<file path="src/rtl/lagd_pkg.sv">
// Shared types and constants for the LAGD Ising-core register slave:
// register word offsets, CTRL/STATUS bit positions and control FSM states.
package lagd_pkg;

  localparam int unsigned CVA6_ADDR_WIDTH = 64;
  localparam int unsigned IC_NUM_REGS     = 64;

  typedef enum logic [2:0] {
    IcRegCtrl     = 3'd0,
    IcRegStatus   = 3'd1,
    IcRegNumIter  = 3'd2,
    IcRegJBase    = 3'd3,
    IcRegHBase    = 3'd4,
    IcRegSpinBase = 3'd5,
    IcRegCycles   = 3'd6,
    IcRegEnergy   = 3'd7
  } ic_reg_off_e;

  localparam int unsigned IcCtrlStart = 0;
  localparam int unsigned IcCtrlAbort = 1;
  localparam int unsigned IcCtrlIrqEn = 2;

  localparam int unsigned IcStatusBusy = 0;
  localparam int unsigned IcStatusDone = 1;
  localparam int unsigned IcStatusErr  = 2;

  typedef enum logic [1:0] {
    IDLE   = 2'd0,
    LAUNCH = 2'd1,
    RUN    = 2'd2
  } ic_ctrl_state_e;

  function automatic logic [31:0] apply_wstrb(input logic [31:0] old_val,
                                              input logic [31:0] wdata,
                                              input logic [3:0]  wstrb);
    logic [31:0] res;
    res = old_val;
    for (int unsigned b = 0; b < 4; b++) begin
      if (wstrb[b]) res[8*b +: 8] = wdata[8*b +: 8];
    end
    return res;
  endfunction

endpackage

</file>
<file path="src/rtl/lagd_ic_ctrl_fsm.sv">
// Launch/abort control FSM for one Ising core plus the optional CYCLES
// counter (present only when LAGD_IC_REG_PERF_EN is defined).
module lagd_ic_ctrl_fsm
  import lagd_pkg::*;
(
  input  logic        clk_i,
  input  logic        rst_i,
  input  logic        start_req_i,
  input  logic        abort_req_i,
  output logic        start_valid_o,
  input  logic        start_ready_i,
  output logic        abort_o,
  input  logic        done_i,
  output logic        busy_o,
  output logic        done_evt_o,
  output logic        abort_evt_o,
  output logic [31:0] cycles_o
);

  ic_ctrl_state_e state_q, state_d;
  logic           abort_q;

  always_ff @(posedge clk_i or posedge rst_i) begin
    if (rst_i) begin
      state_q <= IDLE;
      abort_q <= 1'b0;
    end else begin
      state_q <= state_d;
      abort_q <= abort_evt_o;
    end
  end

  // A completing job beats a simultaneous abort: done is checked first in RUN.
  always_comb begin
    state_d       = state_q;
    done_evt_o    = 1'b0;
    abort_evt_o   = 1'b0;
    start_valid_o = (state_q == LAUNCH);
    unique case (state_q)
      IDLE: begin
        if (start_req_i) state_d = LAUNCH;
      end
      LAUNCH: begin
        if (abort_req_i) begin
          abort_evt_o = 1'b1;
          state_d     = IDLE;
        end else if (start_ready_i) begin
          state_d = RUN;
        end
      end
      RUN: begin
        if (done_i) begin
          done_evt_o = 1'b1;
          state_d    = IDLE;
        end else if (abort_req_i) begin
          abort_evt_o = 1'b1;
          state_d     = IDLE;
        end
      end
      default: state_d = IDLE;
    endcase
  end

  assign busy_o  = (state_q != IDLE);
  assign abort_o = abort_q;

`ifdef LAGD_IC_REG_PERF_EN
  logic [31:0] cycles_q;

  always_ff @(posedge clk_i or posedge rst_i) begin
    if (rst_i) begin
      cycles_q <= '0;
    end else if (state_q == IDLE && start_req_i) begin
      cycles_q <= '0;
    end else if (state_q != IDLE && cycles_q != '1) begin
      cycles_q <= cycles_q + 32'd1;
    end
  end

  assign cycles_o = cycles_q;
`else
  assign cycles_o = '0;
`endif

endmodule

</file>
<file path="src/rtl/lagd_ic_reg_slave.sv">
// Regbus responder for one Ising core: address decode, config/status
// registers and the control FSM. LAGD_IC_REG_PERF_EN enables the CYCLES counter.
module lagd_ic_reg_slave
  import lagd_pkg::*;
#(
  parameter int unsigned          AddrWidth = CVA6_ADDR_WIDTH,
  parameter logic [AddrWidth-1:0] BaseAddr  = '0,
  parameter int unsigned          SpanB     = IC_NUM_REGS
) (
  input  logic                 clk_i,
  input  logic                 rst_i,
  input  logic                 reg_valid_i,
  input  logic                 reg_write_i,
  input  logic [AddrWidth-1:0] reg_addr_i,
  input  logic [31:0]          reg_wdata_i,
  input  logic [3:0]           reg_wstrb_i,
  output logic                 reg_ready_o,
  output logic [31:0]          reg_rdata_o,
  output logic                 reg_error_o,
  output logic                 start_valid_o,
  input  logic                 start_ready_i,
  output logic                 abort_o,
  input  logic                 done_i,
  input  logic [31:0]          energy_i,
  output logic                 irq_o
);

  localparam int unsigned OffW = $clog2(SpanB) - 2;

  logic [AddrWidth-1:0] rel_addr;
  logic [OffW-1:0]      word_off;
  logic                 in_range, mapped, acc_err, bad_write;
  ic_reg_off_e          reg_off;
  logic [31:0]          rdata_c;

  logic        ready_q, error_q, wr_q;
  logic [31:0] rdata_q, wdata_q;
  logic [3:0]  wstrb_q;
  ic_reg_off_e wr_off_q;

  logic        irq_en_q, done_q, err_q;
  logic [31:0] num_iter_q, j_base_q, h_base_q, spin_base_q, energy_q;

  logic        busy, done_evt, abort_evt, start_req, abort_req;
  logic        wr_ctrl, wr_status;
  logic [31:0] cycles;

  assign rel_addr = reg_addr_i - BaseAddr;
  assign in_range = (rel_addr < AddrWidth'(SpanB));
  assign word_off = rel_addr[OffW+1:2];
  assign mapped   = (word_off < OffW'(8));
  assign reg_off  = ic_reg_off_e'(word_off[2:0]);

  always_comb begin
    rdata_c   = '0;
    bad_write = 1'b0;
    if (mapped) begin
      unique case (reg_off)
        IcRegCtrl: begin
          rdata_c[IcCtrlIrqEn] = irq_en_q;
          bad_write = reg_write_i && reg_wstrb_i[0] && reg_wdata_i[IcCtrlStart] && busy;
        end
        IcRegStatus: begin
          rdata_c[IcStatusBusy] = busy;
          rdata_c[IcStatusDone] = done_q;
          rdata_c[IcStatusErr]  = err_q;
        end
        IcRegNumIter:  begin rdata_c = num_iter_q;  bad_write = reg_write_i && busy; end
        IcRegJBase:    begin rdata_c = j_base_q;    bad_write = reg_write_i && busy; end
        IcRegHBase:    begin rdata_c = h_base_q;    bad_write = reg_write_i && busy; end
        IcRegSpinBase: begin rdata_c = spin_base_q; bad_write = reg_write_i && busy; end
        IcRegCycles:   begin rdata_c = cycles;      bad_write = reg_write_i; end
        IcRegEnergy:   begin rdata_c = energy_q;    bad_write = reg_write_i; end
        default:       rdata_c = '0;
      endcase
    end
    acc_err = !in_range || (reg_addr_i[1:0] != 2'b00) || bad_write;
  end

  // Request captured in cycle N, responded and committed in N+1; the
  // !ready_q guard stops the still-held valid from being taken twice.
  always_ff @(posedge clk_i or posedge rst_i) begin
    if (rst_i) begin
      ready_q  <= 1'b0;
      error_q  <= 1'b0;
      rdata_q  <= '0;
      wr_q     <= 1'b0;
      wr_off_q <= IcRegCtrl;
      wdata_q  <= '0;
      wstrb_q  <= '0;
    end else if (reg_valid_i && !ready_q) begin
      ready_q  <= 1'b1;
      error_q  <= acc_err;
      rdata_q  <= acc_err ? '0 : rdata_c;
      wr_q     <= reg_write_i && !acc_err && mapped;
      wr_off_q <= reg_off;
      wdata_q  <= reg_wdata_i;
      wstrb_q  <= reg_wstrb_i;
    end else begin
      ready_q <= 1'b0;
      error_q <= 1'b0;
      rdata_q <= '0;
      wr_q    <= 1'b0;
    end
  end

  assign wr_ctrl   = wr_q && (wr_off_q == IcRegCtrl)   && wstrb_q[0];
  assign wr_status = wr_q && (wr_off_q == IcRegStatus) && wstrb_q[0];
  assign start_req = wr_ctrl && wdata_q[IcCtrlStart];
  assign abort_req = wr_ctrl && wdata_q[IcCtrlAbort];

  always_ff @(posedge clk_i or posedge rst_i) begin
    if (rst_i) begin
      irq_en_q    <= 1'b0;
      done_q      <= 1'b0;
      err_q       <= 1'b0;
      num_iter_q  <= '0;
      j_base_q    <= '0;
      h_base_q    <= '0;
      spin_base_q <= '0;
      energy_q    <= '0;
    end else begin
      if (wr_ctrl) irq_en_q <= wdata_q[IcCtrlIrqEn];
      if (done_evt)                                   done_q <= 1'b1;
      else if (wr_status && wdata_q[IcStatusDone])    done_q <= 1'b0;
      if (abort_evt)                                  err_q  <= 1'b1;
      else if (wr_status && wdata_q[IcStatusErr])     err_q  <= 1'b0;
      if (done_evt) energy_q <= energy_i;
      if (wr_q && wr_off_q == IcRegNumIter)  num_iter_q  <= apply_wstrb(num_iter_q,  wdata_q, wstrb_q);
      if (wr_q && wr_off_q == IcRegJBase)    j_base_q    <= apply_wstrb(j_base_q,    wdata_q, wstrb_q);
      if (wr_q && wr_off_q == IcRegHBase)    h_base_q    <= apply_wstrb(h_base_q,    wdata_q, wstrb_q);
      if (wr_q && wr_off_q == IcRegSpinBase) spin_base_q <= apply_wstrb(spin_base_q, wdata_q, wstrb_q);
    end
  end

  lagd_ic_ctrl_fsm u_ctrl_fsm (
    .clk_i         (clk_i),
    .rst_i         (rst_i),
    .start_req_i   (start_req),
    .abort_req_i   (abort_req),
    .start_valid_o (start_valid_o),
    .start_ready_i (start_ready_i),
    .abort_o       (abort_o),
    .done_i        (done_i),
    .busy_o        (busy),
    .done_evt_o    (done_evt),
    .abort_evt_o   (abort_evt),
    .cycles_o      (cycles)
  );

  assign reg_ready_o = ready_q;
  assign reg_rdata_o = rdata_q;
  assign reg_error_o = error_q;
  assign irq_o       = done_q & irq_en_q;

endmodule

</file>
<file path="config.mk">
export PLATFORM = sky130hd
export DESIGN_NAME = lagd_ic_reg_slave
export DESIGN_NICKNAME = d
export VERILOG_FILES = /design/src/rtl/lagd_pkg.sv /design/src/rtl/lagd_ic_ctrl_fsm.sv /design/src/rtl/lagd_ic_reg_slave.sv
export SDC_FILE = /design/constraint.sdc
export NUM_CORES = 1
export LEC_CHECK = 0
export BUFFER_PORTS_ARGS = -buffer_cell sky130_fd_sc_hd__buf_4
export CAP_MARGIN = 20
export CELL_PAD_IN_SITES_DETAIL_PLACEMENT = 1
export CELL_PAD_IN_SITES_GLOBAL_PLACEMENT = 1
export CORE_MARGIN = 5
export CORE_UTILIZATION = 27
export CTS_BUF_LIST = sky130_fd_sc_hd__clkbuf_4 sky130_fd_sc_hd__clkbuf_8 sky130_fd_sc_hd__clkbuf_16
export DETAILED_ROUTE_END_ITERATION = 8
export HOLD_SLACK_MARGIN = 0.02
export PLACE_DENSITY_LB_ADDON = 0.08
export REMOVE_ABC_BUFFERS = 1
export SYNTH_ARGS = -nofsm -noshare
export SYNTH_HDL_FRONTEND = slang
export SYNTH_SLANG_ARGS = --single-unit
</file>
<file path="constraint.sdc">
create_clock -name clk_i -period 9.3 [get_ports clk_i]
set_clock_uncertainty 0.1 [all_clocks]
set_input_delay 1.86 -clock clk_i [delete_from_list [all_inputs] [get_ports clk_i]]
set_output_delay 1.86 -clock clk_i [all_outputs]
set_load 0.02 [all_outputs]
</file>
* Word level (Yosys, flattened, before mapping)
Index checks and enable logic that the tools add are counted.
W data, S select, Z words.
** Storage, ports and cells
- Output and inout bits :: 37
- Bits in registers :: 240
- Bits of input ports :: 138
** Operators by class
- Eq/ne operators :: 17
- Mux-type cells :: 26
- Reductions and logical operators :: 50
- Magnitude comparators :: 2
- Bitwise operators :: 1
** Operators by type and width (count)
- $pmux W29 S5 :: 1
- $mux W32 :: 3
- $lt A64 B7 Y1 const B :: 1
- $reduce_and A2 Y1 :: 16
- $logic_and A1 B1 Y1 :: 19
- $eq A3 B3 Y1 const B :: 6
- $eq A3 B2 Y1 const B :: 4
- $mux W1 :: 12
- $pmux W2 S6 :: 1
- $mux W2 :: 5
- $pmux W1 S8 :: 1
- $reduce_bool A2 Y1 :: 4
- $eq A3 B1 Y1 const B :: 2
- $logic_not A3 Y1 :: 2
- $pmux W2 S3 :: 1
- $lt A4 B4 Y1 const B :: 1
- $reduce_or A4 Y1 :: 1
- $logic_not A1 Y1 :: 3
- $ne A3 B1 Y1 const B :: 1
- $ne A3 B3 Y1 const B :: 1
- $pmux W1 S3 :: 1
- $reduce_and A3 Y1 :: 1
- $eq A2 B1 Y1 const B :: 1
- $eq A2 B2 Y1 const B :: 1
- 6 further kinds :: 7

* Logic depth before layout (Yosys ltp)
Gate-level depths: netlist (run 1).
- Depth after elaboration :: 10
- Depth in mapped cells :: 7

* Modules after synthesis
A second synthesis (run 1) with hierarchy kept.
** Unflattened totals
- Cells, all modules :: 883
- Area, all modules :: 11149.4 um^2
** By module, submodules not included
- lagd_ic_reg_slave :: times used 1, cells an instance 825, area each 10659.0 um^2, sequential area each 5930.7 um^2
- lagd_ic_ctrl_fsm :: times used 1, cells an instance 58, area each 490.5 um^2, sequential area each 75.1 um^2

* Worst setup path before layout (run 1)
No wires, ideal clock.
- Kind :: input port to flip-flop
- Start point :: input reg_addr_i[63]
- End point :: register rdata_q[22], in the netlist reg_rdata_o[22]
- Buffers on the path :: 2
- Data arrival time :: 3.174 ns
- Setup time :: 0.086 ns
- Stages on the path :: 6
- Path slack :: 5.940 ns
- Required time :: 9.114 ns
- Path through :: nor4_1 > nand4_1 > or4_1 > buf_6 > buf_6 > nor3_1
** Between the ends
- Longest elaborated chain between the ends :: 6
** Ends and longest elaborated chain
- start, declared :: RTL line lagd_ic_reg_slave.sv:14 : input logic [AddrWidth-1:0] reg_addr_i,
- $lt A64 B7 Y1 :: RTL line lagd_ic_reg_slave.sv:49 : assign in_range = (rel_addr < AddrWidth'(SpanB));
- $logic_not A1 Y1 :: RTL line lagd_ic_reg_slave.sv:77 : acc_err = !in_range || (reg_addr_i[1:0] != 2'b00) || bad_write;
- $logic_or A1 B1 Y1 (2 in series) :: RTL line lagd_ic_reg_slave.sv:77
- $mux W32 :: RTL line lagd_ic_reg_slave.sv:94 : rdata_q <= acc_err ? '0 : rdata_c;
- $mux W32 :: RTL line lagd_ic_reg_slave.sv:91 : end else if (reg_valid_i && !ready_q) begin
- end signal, assigned :: RTL line lagd_ic_reg_slave.sv:94
- end, declared :: RTL line lagd_ic_reg_slave.sv:37 : logic [31:0] rdata_q, wdata_q;
No other way between the ends.
A chain may end at the register's enable or synchronous reset.

* Worst setup path after layout (run 1)
- Start point :: input reg_addr_i[39]
- End point :: register rdata_q[26], in the netlist reg_rdata_o[26]
Same word-level chain as after synthesis.

==> impl_metrics.tcl, run 1 <==
set metrics [dict create \
    cts_tree "built" \
    final_core_util_pct 34.9 \
    coreArea_um2 37800 \
    tightest_slew_ns 1.10 \
    grt_start_max_net_pins 187 \
    p_per_area_nw_per_um2 207 \
    gp_congestion 0.701 \
    htree_levels 1 \
    yosysSeqAreaShare_pct 58.1 \
    maxCapViolCount 0 \
    cts_resized 0 \
    start_util_pct 27.4 \
    dp_cells 1461 \
    die_x_um 206 \
    overflow 0 \
    dpl_cell_area_um2 12200 \
    drv_slew 0 \
    clk_latency_ns 0.55 \
    worstSetupStartpointType "input pin" \
    timing.fmax_mhz 266 \
    die_h_um 206 \
    fin_setup_tns_ns 0 \
    clockBufferDepth 3 \
    outcome "complete, no violations" \
    wire_per_inst_um 20.9 \
    drcViolationCount 0 \
    via_per_inst 4.69 \
    ys.flop_type "dfrtp_1" \
    dieArea_um2 42300 \
    post_cts_buffers 0 \
    p_sw_mw 0.696 \
    ys_ff_latch 240 \
    finalCritPeriodShare_pct 40.5 \
    clk_pin_slew_worst_paths_ns 0.06 \
    rsz0062_at_grt "no" \
    dp_hpwl_um 19900 \
    antenna_left 0 \
    root_buffer "clkbuf_16" \
    final_nets 1122 \
    relSlewSlack_pct 26.6 \
    leakage_nw 6.44 \
    yosysMostFrequentCell "dfrtp_1" \
    grt_pass1_wl_um 48600 \
    setup-violations-final 0 \
    yosys-top-cells-area "dfrtp_1, mux2_2, nand2_1, mux2i_1, a22o_1" \
    io_pins 175 \
    critPathKind "input pin to flip-flop" \
    p_comb_share_pct 11.3 \
    p_int_mw 2.04 \
    ir_worst_vdd_uv 128 \
    vias 7110 \
    ys_types 39 \
    synth_area_leader_cell "dfrtp_1" \
    endpoint_kind "flip-flop" \
    critPathRequiredTime_ns 9.65 \
    synthArstFlopShare_pct 100 \
    synthesis.area_um2 10300 \
    wl_um 31700 \
    r2r_start "reg_ready_o$_DFF_PP0_" \
    startpoint "reg_addr_i[39]" \
    worstHoldStart "err_q$_DFFE_PP0P_" \
    power_frac_clock_pct 43.7 \
    final_cells 1515 \
    grt.total_usage_pct 14.8 \
    hold_buffers 0 \
    cts_buffers 29 \
    hold_viol 0 \
    cts.sinks 240 \
    syn2layout_area_growth_pct 27.5 \
    min_period_ns 3.76 \
    firstDrtPassIters 5 \
    yosys_warnings 0 \
    port_buffers 174 \
    synth_commonest_cells "dfrtp_1, mux2_2, nand2_1" \
    min_path_type "flip-flop to flip-flop" \
    rows 71 \
    crit_fanout 18 \
    drt_iter0_markers 287 \
    netlist_instances 813 \
    drive_above_1_share_pct 43.9 \
    antenna_found_initial 0 \
    pwr-share-seq_pct 45.0 \
    avgSynthCellArea_um2 12.7 \
    swShare_pct 25.5 \
    synth_edf_count 0 \
    n_antenna_cell 0 \
    design_area_um2 13200 \
    worst_ep_arrival_time_ns 4.12 \
    grt_pass1_vias 7887 \
    synth_top_area_share_pct 58.1 \
]
==> worst paths after layout <==
check	to	slack, ns	depth (start not counted)
worst min-delay path	err_q$_DFFE_PP0P_	0.40	1
worst max-delay path	reg_rdata_o[26]$_DFF_PP0_	5.54	6
max in group asynchronous	spin_base_q[23]$_DFFE_PP0P_	6.44	3
min in group asynchronous	wdata_q[29]$_DFFE_PP0P_	1.23	2
worst max register to register	reg_rdata_o[26]$_DFF_PP0_	6.64	6
worst min register to register	err_q$_DFFE_PP0P_	0.40	1
==> registers in the layout, summed over array words and instances, names as in the netlist <==
register	count
done_q	1
energy_q	32
err_q	1
h_base_q	32
irq_en_q	1
j_base_q	32
num_iter_q	32
reg_error_o	1
reg_rdata_o	32
reg_ready_o	1
spin_base_q	32
u_ctrl_fsm.abort_o	1
u_ctrl_fsm.state_q	2
wdata_q	32
wr_off_q	3
wr_q	1
wstrb_q	4
==> power by group through the flow <==
stage	registers, mW	logic (mW)	clock network (mW)
floorplan	1.21	0.195	0
global placement	1.25	0.314	0
detailed placement	1.25	0.317	0
CTS	1.23	0.318	1.23
global route	1.24	0.348	1.28
finish	1.23	0.308	1.19
==> stage by stage <==
step           setup WS [ns]  total power, mW  hold slack [ns]
3_5_place_dp            4.88             1.57            0.376
6_report                5.54             2.73            0.399
5_1_grt                 5.34             2.87            0.415
4_1_cts                 5.46             2.78            0.399
3_3_place_gp            4.86             1.57            0.372
2_1_floorplan          0.752             1.40            0.349
==> cells by family after synthesis <==
kind of cell / Yosys count / synth area share [%]
adder cells (fa/ha/maj): 3 / 0.363
AO/OA/AOI/OAI: 80 / 6.50
multiplexers: 210 / 22.7
flip-flops: 240 / 58.1
AND/OR/NAND/NOR: 226 / 9.99
buffers and inverters: 54 / 2.35
==> routing by layer <==
| layer | wire [µm] | global-route usage (%) | up-vias |
|---|---|---|---|
| met5 | 0 | 0 | - |
| met4 | 498 | 3.01 | 0 |
| met3 | 1730 | 2.60 | 35 |
| met2 | 14400 | 23.7 | 181 |
| met1 | 15000 | 21.2 | 3617 |
| li1 | - | - | 3277 |
==> critical path, stage by stage <==
cell,delay [ns]
buf_4,0.11
or4_1,0.51
nor2_1,0.23
nand4_1,0.67
buf_4,0.51
nor3_1,0.22
==> cell type report <==
| class | instances | area, µm² |
|---|---|---|
| repair buffers | 183 | 1390 |
| well taps | 511 | 639 |
| clock buffers | 37 | 817 |
| clock inverters | 17 | 198 |
| fillers | 4059 | 24600 |
| inverters | 8 | 37.5 |
| flip-flops and latches | 240 | 6010 |
| multi-input cells | 519 | 4090 |
==> cell usage in the layout (no fill, tap or decap), types with 4 or more instances in the layout <==
| cell | Yosys | routed |
|---|---|---|
| clkinv_2 | 0 | 9 |
| dfrtp_1 | 240 | 240 |
| mux2i_1 | 19 | 19 |
| mux2_2 | 191 | 191 |
| o21ai_0 | 5 | 5 |
| nand2b_1 | 7 | 6 |
| o2bb2ai_1 | 15 | 15 |
| clkbuf_8 | 0 | 5 |
| nor2_1 | 11 | 11 |
| a222oi_1 | 14 | 14 |
| nor3_2 | 4 | 4 |
| nor3_1 | 27 | 27 |
| clkbuf_16 | 0 | 29 |
| nand3_1 | 4 | 4 |
| nand2_1 | 139 | 138 |
| nor4_1 | 15 | 15 |
| a22oi_1 | 15 | 15 |
| a22o_1 | 18 | 18 |
| bufinv_16 | 0 | 4 |
| inv_1 | 8 | 6 |
| buf_4 | 0 | 182 |
Note: power is estimated with default switching activity, not from simulation.
==> inputs of run 2 (changes only) <==
- clock period: 9.3 -> 3.1 ns (I/O delays scaled with it)
==> run 2 against run 1 <==
Via count up 0.83%. Largest power group unchanged. Sequential share of layout area down 0.13 points. Largest cell class unchanged. Routed wire length up 0.65%.
==> impl_metrics.tcl, run 2 (synthesis gave the netlist of run 1 again) <==
set metrics [dict create \
    r2r_start "u_ctrl_fsm.state_q[1]$_DFFE_PP0P_" \
    final_cell_mix "dfrtp_1, buf_4, mux2_2" \
    wire_per_inst_um 21.0 \
    clk_latency_ns 0.54 \
    relSlewSlack_pct 38.0 \
    antenna_left 0 \
    r2r_end "reg_rdata_o[2]$_DFF_PP0_" \
    io_pins 175 \
    endpoint_kind "output port" \
    dpl_worst_slack_ns 0.469 \
    startpoint "u_ctrl_fsm.state_q[1]$_DFFE_PP0P_" \
    setup-violations-final 0 \
    fin_setup_tns_ns 0 \
    cp_top_family "flip-flops" \
    min_path_type "input pin to asynchronous set/reset pin" \
    cts_buffers 29 \
    vias 7169 \
    overflow 0 \
    slowest_delay_ns 0.41 \
    dp_hpwl_um 21400 \
    ir_worst_vdd_uv 366 \
    final.setup.worst_slack_ns 0.912 \
    drv_slew 0 \
    crit_fanout 5 \
    rsz0062_at_grt "no" \
    n_antenna_cell 0 \
    endpoint "start_valid_o" \
    root_buffer "clkbuf_16" \
    worst-path-buf-inv 2 \
    rrSetupSlack_ns 0.93 \
    min_period_ns 2.19 \
    clk_pin_slew_worst_paths_ns 0.06 \
    critPathKind "flip-flop to output port" \
    cts_tree "built" \
    wl_um 31900 \
    htree_levels 1 \
    fillCellCount 4084 \
    post_cts_buffers 0 \
    antenna_found_initial 0 \
    syn2layout_area_growth_pct 27.9 \
    grt_start_max_net_pins 73 \
    coreArea_um2 37800 \
    grt_pass1_wl_um 49400 \
    cp_slowest_cell "dfrtp_1" \
    outcome "complete, no violations" \
    critPathRequiredTime_ns 2.38 \
    grt.total_usage_pct 15.1 \
    cp_num_cells 3 \
    leakage_nw 6.48 \
    hold_viol 0 \
    final_nets 1136 \
    port_buffers 174 \
    power.total_mw 7.88 \
    die_h_um 206 \
    reg2reg_depth 6 \
    rows 71 \
    via_per_inst 4.71 \
    final_common_cell "dfrtp_1" \
    start_util_pct 27.4 \
    finalCritPeriodShare_pct 70.6 \
    timing.fmax_mhz 457 \
    tightest_slew_ns 0.929 \
    final_core_util_pct 35.0 \
    multi_input_area_um2 4090 \
    drcViolationCount 0 \
    cts_resized 0 \
    worst_ep_arrival_time_ns 1.47 \
    hold_buffers 0 \
    seqCellArea_um2 6010 \
    cts.sinks 240 \
    dieArea_um2 42300 \
    grt_pass1_vias 8051 \
    drive_above_1_share_pct 44.3 \
    worstSetupStartpointType "flip-flop" \
    firstDrtPassIters 5 \
    clockBufferDepth 3 \
    drt_iter0_markers 402 \
    p_per_area_nw_per_um2 597 \
    maxCapViolCount 0 \
    die_x_um 206 \
    crit_chain "inv_1, ha_1, buf_4" \
    gp_congestion 0.681 \
]
run 2: cell types whose count changed in the layout (fill, tap and decap cells not counted), sizes merged:
cell	change
inv	-1
clkinv	-6
clkinvlp	-2
buf	+14
clkbuf	+4
bufinv	-3
run 2: stage by stage:
stage	cells	instance area [µm²]	hold slack, ns
5_1_grt	1521	13200	0.0926
2_1_floorplan	767	10100	0.349
3_5_place_dp	1475	12300	0.369
6_report	1521	13200	0.0467
4_1_cts	1521	13200	0.0631
3_3_place_gp	1475	12300	0.363
run 2: how the worst min path moves through the flow:
stage                           start                       end  slack, ns  cells past startpoint
floorplan           err_q$_DFFE_PP0P_         err_q$_DFFE_PP0P_       0.35                      1
global placement    err_q$_DFFE_PP0P_         err_q$_DFFE_PP0P_       0.36                      1
detailed placement  err_q$_DFFE_PP0P_         err_q$_DFFE_PP0P_       0.37                      1
CTS                             rst_i   wr_off_q[0]$_DFFE_PP0P_       0.06                      2
global route                    rst_i  energy_q[25]$_DFFE_PP0P_       0.09                      2
finish                          rst_i  energy_q[25]$_DFFE_PP0P_       0.05                      2
run 2: layout make-up:
cell class	count	share of cell area [%]
tap	511	4.84
multi-input combinational	519	31.0
clock inverter	5	0.379
clock buffer	41	6.41
sequential	240	45.5
inverter	8	0.284
timing repair buffer	197	11.7
run 2: power breakdown:
group	internal, mW	switching (mW)	leakage (nW)	total [mW]
registers	3.43	0.251	3.21	3.68
clock network	1.95	1.29	0.455	3.24
logic	0.502	0.457	2.81	0.960
run 2: per-layer routing:
metal | part of all wire, % | track usage, % | vias to the layer above | wire length, µm
li1 | - | - | 3289 | -
met1 | 47 | 21.4 | 3663 | 15100
met2 | 46 | 24.4 | 183 | 14700
met3 | 5.0 | 2.41 | 34 | 1580
met4 | 1.4 | 2.99 | 0 | 456
met5 | 0 | 0 | - | 0
run 2: worst register-to-register path, stage by stage (launching register included):
cell	delay, ns
dfrtp_1	0.41
inv_1	0.09
ha_1	0.18
a221oi_1	0.11
or4_2	0.60
buf_12	0.22
nor4_1	0.35
